`src/rtl/exe_stage_unit.sv`:
```
// Execute stage: Val2 generation, ALU, NZCV status register, branch target
// resolution and the EX/MEM pipeline register.
module exe_stage_unit #(
    parameter int unsigned W = 32
) (
    input  logic         clk,
    input  logic         rst,
    input  logic         freeze,
    input  logic         valid_in,
    input  logic [W-1:0] pc_in,
    input  logic         wb_en,
    input  logic         mem_r_en,
    input  logic         mem_w_en,
    input  logic         b,
    input  logic         s,
    input  logic [3:0]   exe_cmd,
    input  logic [W-1:0] val_rn,
    input  logic [W-1:0] val_rm,
    input  logic         imm,
    input  logic [11:0]  shift_operand,
    input  logic [23:0]  signed_imm_24,
    input  logic [3:0]   dest,
    output logic         wb_en_out,
    output logic         mem_r_en_out,
    output logic         mem_w_en_out,
    output logic [W-1:0] alu_res,
    output logic [W-1:0] st_data,
    output logic [3:0]   dest_out,
    output logic [3:0]   status,
    output logic         branch_taken,
    output logic [W-1:0] branch_addr
);

    logic [31:0] val2;
    logic [63:0] dbl;
    logic [31:0] imm_ext;
    logic [4:0]  imm_rot;
    logic [4:0]  sh_amt;

    logic [32:0] sum;
    logic [31:0] res;
    logic        op_valid;
    logic        is_add;
    logic        is_sub;
    logic        c_new;
    logic        v_new;
    logic [3:0]  status_d;

    assign imm_ext = {24'b0, shift_operand[7:0]};
    assign imm_rot = {shift_operand[11:8], 1'b0};
    assign sh_amt  = shift_operand[11:7];

    // Operand-2 selection: rotated immediate, memory offset or shifted register.
    always_comb begin
        val2 = val_rm;
        dbl  = '0;
        if (imm) begin
            dbl  = {imm_ext, imm_ext} >> imm_rot;
            val2 = dbl[31:0];
        end else if (mem_r_en || mem_w_en) begin
            val2 = {20'b0, shift_operand};
        end else begin
            unique case (shift_operand[6:5])
                2'b00: val2 = val_rm << sh_amt;
                2'b01: val2 = val_rm >> sh_amt;
                2'b10: val2 = $signed(val_rm) >>> sh_amt;
                2'b11: begin
                    dbl  = {val_rm, val_rm} >> sh_amt;
                    val2 = dbl[31:0];
                end
                default: val2 = val_rm;
            endcase
        end
    end

    // ALU and next-state flags; subtraction is A + ~B + 1 so carry-out is NOT borrow.
    always_comb begin
        sum      = '0;
        res      = '0;
        op_valid = 1'b1;
        is_add   = 1'b0;
        is_sub   = 1'b0;
        unique case (exe_cmd)
            4'b0001: res = val2;
            4'b1001: res = ~val2;
            4'b0010: begin
                sum    = {1'b0, val_rn} + {1'b0, val2};
                is_add = 1'b1;
            end
            4'b0011: begin
                sum    = {1'b0, val_rn} + {1'b0, val2} + {32'b0, status[1]};
                is_add = 1'b1;
            end
            4'b0100: begin
                sum    = {1'b0, val_rn} + {1'b0, ~val2} + 33'd1;
                is_sub = 1'b1;
            end
            4'b0101: begin
                sum    = {1'b0, val_rn} + {1'b0, ~val2} + {32'b0, status[1]};
                is_sub = 1'b1;
            end
            4'b0110: res = val_rn & val2;
            4'b0111: res = val_rn | val2;
            4'b1000: res = val_rn ^ val2;
            default: op_valid = 1'b0;
        endcase
        if (is_add || is_sub) begin
            res = sum[31:0];
        end
        c_new = status[1];
        v_new = status[0];
        if (is_add) begin
            c_new = sum[32];
            v_new = (val_rn[31] == val2[31]) && (res[31] != val_rn[31]);
        end else if (is_sub) begin
            c_new = sum[32];
            v_new = (val_rn[31] != val2[31]) && (res[31] != val_rn[31]);
        end
        status_d = {res[31], (res == 32'b0), c_new, v_new};
    end

    // Branch resolution is combinational so the fetch stage can redirect this cycle.
    always_comb begin
        branch_taken = valid_in & b;
        branch_addr  = pc_in + {{6{signed_imm_24[23]}}, signed_imm_24, 2'b00};
    end

    // NZCV register; only flag-setting, valid, unfrozen instructions update it.
    always_ff @(posedge clk or posedge rst) begin
        if (rst) begin
            status <= 4'b0;
        end else if (valid_in && s && !freeze && op_valid) begin
            status <= status_d;
        end
    end

    // EX/MEM register; bubbles clear the control bits so nothing downstream commits.
    always_ff @(posedge clk or posedge rst) begin
        if (rst) begin
            wb_en_out    <= 1'b0;
            mem_r_en_out <= 1'b0;
            mem_w_en_out <= 1'b0;
            alu_res      <= '0;
            st_data      <= '0;
            dest_out     <= 4'b0;
        end else if (!freeze) begin
            wb_en_out    <= valid_in & wb_en;
            mem_r_en_out <= valid_in & mem_r_en;
            mem_w_en_out <= valid_in & mem_w_en;
            alu_res      <= res;
            st_data      <= val_rm;
            dest_out     <= dest;
        end
    end

endmodule

```
`config.mk`:
```
export PLATFORM = sky130hd
export DESIGN_NAME = exe_stage_unit
export DESIGN_NICKNAME = d
export VERILOG_FILES = /design/src/rtl/exe_stage_unit.sv
export SDC_FILE = /design/constraint.sdc
export NUM_CORES = 1
export LEC_CHECK = 0
export ABC_AREA = 1
export BUFFER_PORTS_ARGS = -buffer_cell sky130_fd_sc_hd__buf_4
export CAP_MARGIN = 20
export CORE_ASPECT_RATIO = 0.5
export CORE_UTILIZATION = 41
export CTS_BUF_LIST = sky130_fd_sc_hd__clkbuf_8
export CTS_CLUSTER_SIZE = 10
export DETAILED_ROUTE_END_ITERATION = 8
export MAX_ROUTING_LAYER = met4
export PLACE_DENSITY = 0.58
export SLEW_MARGIN = 20
export SYNTH_ARGS = -nofsm -noshare
export SYNTH_HDL_FRONTEND = slang
export SYNTH_SLANG_ARGS = --single-unit
export TNS_END_PERCENT = 30
```
`constraint.sdc`:
```
create_clock -name clk -period 3.8 [get_ports clk]
set_clock_uncertainty 0.1 [all_clocks]
set_input_delay 0.38 -clock clk [delete_from_list [all_inputs] [get_ports clk]]
set_output_delay 0.38 -clock clk [all_outputs]
set_load 0.01 [all_outputs]
```
==> summary.txt <==
hold crit path type -> in -> async
Final Slew Violations -> 0
Initial Utilization -> 41.7%
maximum vdd drop -> 0.219 mV
Gate Count Post-Synth -> 3749
WS Path Type -> in -> reg
first-pass GRT wire length -> 173000 um
clock sink count -> 75
Compound-Gate Fraction of Synth Area -> 13.6%
number of flops mapped to enable cells by yosys -> 0
Hold Worst Slack -> 0.0699 ns
failing checks -> setup timing
IO buf count -> 253
Post-CTS Hold Buffers -> 0
Routability Congestion -> 1.21
syn nets -> 4035
area of the multi-input gates -> 18700 um2
xor/xnor share of the synthesized area -> 1.47%
layout cells sized above 1 -> 41.9%
RSZ-0062 raised after global routing -> yes
I/O pins -> 258
Via density -> 5.81
CTS buffer count -> 9
CTS Buffer Depth -> 2
post-synthesis mux area share -> 0.102%
vias in the first global route -> 28700
Critical Path RT -> 4.03 ns
CTS tree -> yes
cell mode on critical path -> nand2_1
most area-consuming cells after synthesis -> nand2_1 (25%), nand3_1 (15%), dfrtp_1 (9.5%), ha_1 (8.5%), inv_1 (7.4%)
R2R Setup Slk -> 0.64 ns
Seq/Total Area, Yosys -> 9.55%
fin crit share -> 128%
# DRC -> 0
worst-path maximum fanout -> 10
Cell variety after synth -> 65
relative slew slack -> 37.0%
status -> finished with violations
yosys warns -> 0
Pwr Total -> 8.36 mW
setup slack after layout -> -1.08 ns
CP endpoint kind -> register
CTS root buffer -> clkbuf_8
final WL -> 120000 um
Syn Area/Cell -> 5.24 um2
placed cell area -> 28500 um2
Skew-Pair Late Insertion Delay -> 0.38 ns
H-tree levels -> 3
die height -> 157 um
placed cells -> 5340
top cells by count, synth -> nand2_1 (1321), nand3_1 (592), inv_1 (387)
final setup TNS -> -26.42 ns
Post-synth ARST share -> 100%
Avg WL per Cell -> 22.1 um
post-synthesis adder-cell area fraction -> 8.77%
most frequent cell after synthesis -> nand2_1
Die Width -> 312 um
Most used DFF post-synth -> dfrtp_1
area share of and/or/nand/nor cells after synthesis -> 54.5%
Util after Layout -> 69.3%
initial antenna violation count -> 1
worst path bufs/invs -> 10
fillcell total -> 4230
Syn Std Cell Area -> 19700 um2
sequential cell area -> 1880 um2
crit path DAT -> 5.11 ns
global route overflow -> 0
DP Worst Slack -> -2.13 ns
max incr delay on CP -> 0.37 ns
GRT Overall Usage -> 48.1%
post-synth top area cell -> nand2_1
maximum number of pins on one net before global-route repair -> 93
Achievable Freq -> 0.205 GHz
Die ar. -> 48900 um2
Reg clk slew, reported paths -> 0.10 ns
max cap viols -> 0
post-route cell area -> 32600 um2
Final Hold Viols -> 0
initial DRC count -> 4318
P_leak -> 17.0 nW
CP top delay family -> simple AND/OR/NAND/NOR gates
First-pass DRT Iterations -> 9
Final Non-Filler Cells -> 5422
power density cells -> 256 nW/um2
final setup vio count -> 35
Synth top area share -> 25.2%
Startpoint Class -> primary input
Layout area overhead -> 65.9%
core box area -> 47100 um2
worst-margin pin slew -> 0.944 ns
Site Rows -> 56
crit path max-delay cell type -> ha_2
number of routed nets with antenna violations -> 0
Synth Register Bits -> 75
Tmin final -> 4.88 ns
vias post-DR -> 31500
HPWL after detailed placement -> 96300 um
largest family of logic cells by synthesized area -> simple AND/OR/NAND/NOR gates
Final nets -> 5060
-- cell type report --
cell class / count / area share (%)
diodes: 5 / 0.0384
well taps: 638 / 2.45
clock inverters: 7 / 0.288
flip-flops and latches: 75 / 5.76
repair buffers: 1168 / 28.5
clock buffers: 9 / 0.380
multi-input cells: 3089 / 57.5
inverters: 431 / 5.09
-- kinds of logic (layout without fill, tap and decap cells) --
kind of cell / count (synthesis) / count (layout)
AO/OA/AOI/OAI: 472 / 472
adder cells (fa/ha/maj): 136 / 136
flip-flops: 75 / 75
AND/OR/NAND/NOR: 2446 / 2446
multiplexers: 2 / 2
other: 0 / 5
buffers and inverters: 585 / 1615
XOR/XNOR: 33 / 33
-- placed cells by master, fill, tap and decap left out, types with 17 or more instances in the layout --
master	n
buf_4	1117
nand2_1	1094
nand3_1	448
inv_1	361
nor2_1	210
nand2_2	202
a21oi_1	141
nand3_2	133
o21ai_0	99
ha_1	82
nor2_2	80
dfrtp_1	75
nor2_4	72
nand2_4	67
nand4_1	61
inv_2	56
a21oi_2	46
o21ai_1	42
ha_4	34
nand3_4	27
buf_12	27
xor2_1	25
o22ai_1	23
o21ai_2	21
ha_2	17
buf_6	17
-- where the power goes --
| group | internal [mW] | total (mW) | switching [mW] |
|---|---|---|---|
| Clock | 0.322 | 0.714 | 0.392 |
| Combinational | 2.77 | 6.67 | 3.90 |
| Sequential | 0.894 | 0.974 | 0.0804 |
| Total | 3.98 | 8.36 | 4.37 |
-- state kept, by name, summed over array words and instances, names as in the netlist --
name / flops
st_data: 32
wb_en_out: 1
status: 4
mem_r_en_out: 1
alu_res: 32
dest_out: 4
mem_w_en_out: 1
-- worst paths after layout --
kind | startpoint | to | cells after the start
setup / recovery | shift_operand[7] | status[2]$_DFFE_PP0P_ | 40
hold / removal | rst | st_data[9]$_DFFE_PP0N_ | 2
setup reg to reg | status[1]$_DFFE_PP0P_ | status[2]$_DFFE_PP0P_ | 21
hold reg to reg | dest_out[1]$_DFFE_PP0N_ | dest_out[1]$_DFFE_PP0N_ | 2
max in group asynchronous | rst | wb_en_out$_DFFE_PP0N_ | 3
min in group clk | dest[2] | dest_out[2]$_DFFE_PP0N_ | 3
-- what timing repair did --
item | CTS | global route
cloned | 3 | 2
resized for setup | 550 | 330
buffers inserted | 41 | 15
endpoints found under the setup margin | 35 | 40
pin swaps | 107 | 94
-- per-layer routing --
metal	routed length (um)	part of all wire [%]	global-route usage [%]	up-vias
met5	0	0	-	-
met4	6680	5.6	21.1	0
met3	16400	14	14.0	447
met2	50000	42	71.7	2177
met1	47000	39	60.1	14600
li1	-	-	-	14300
Power figures use the tool's default switching activity.
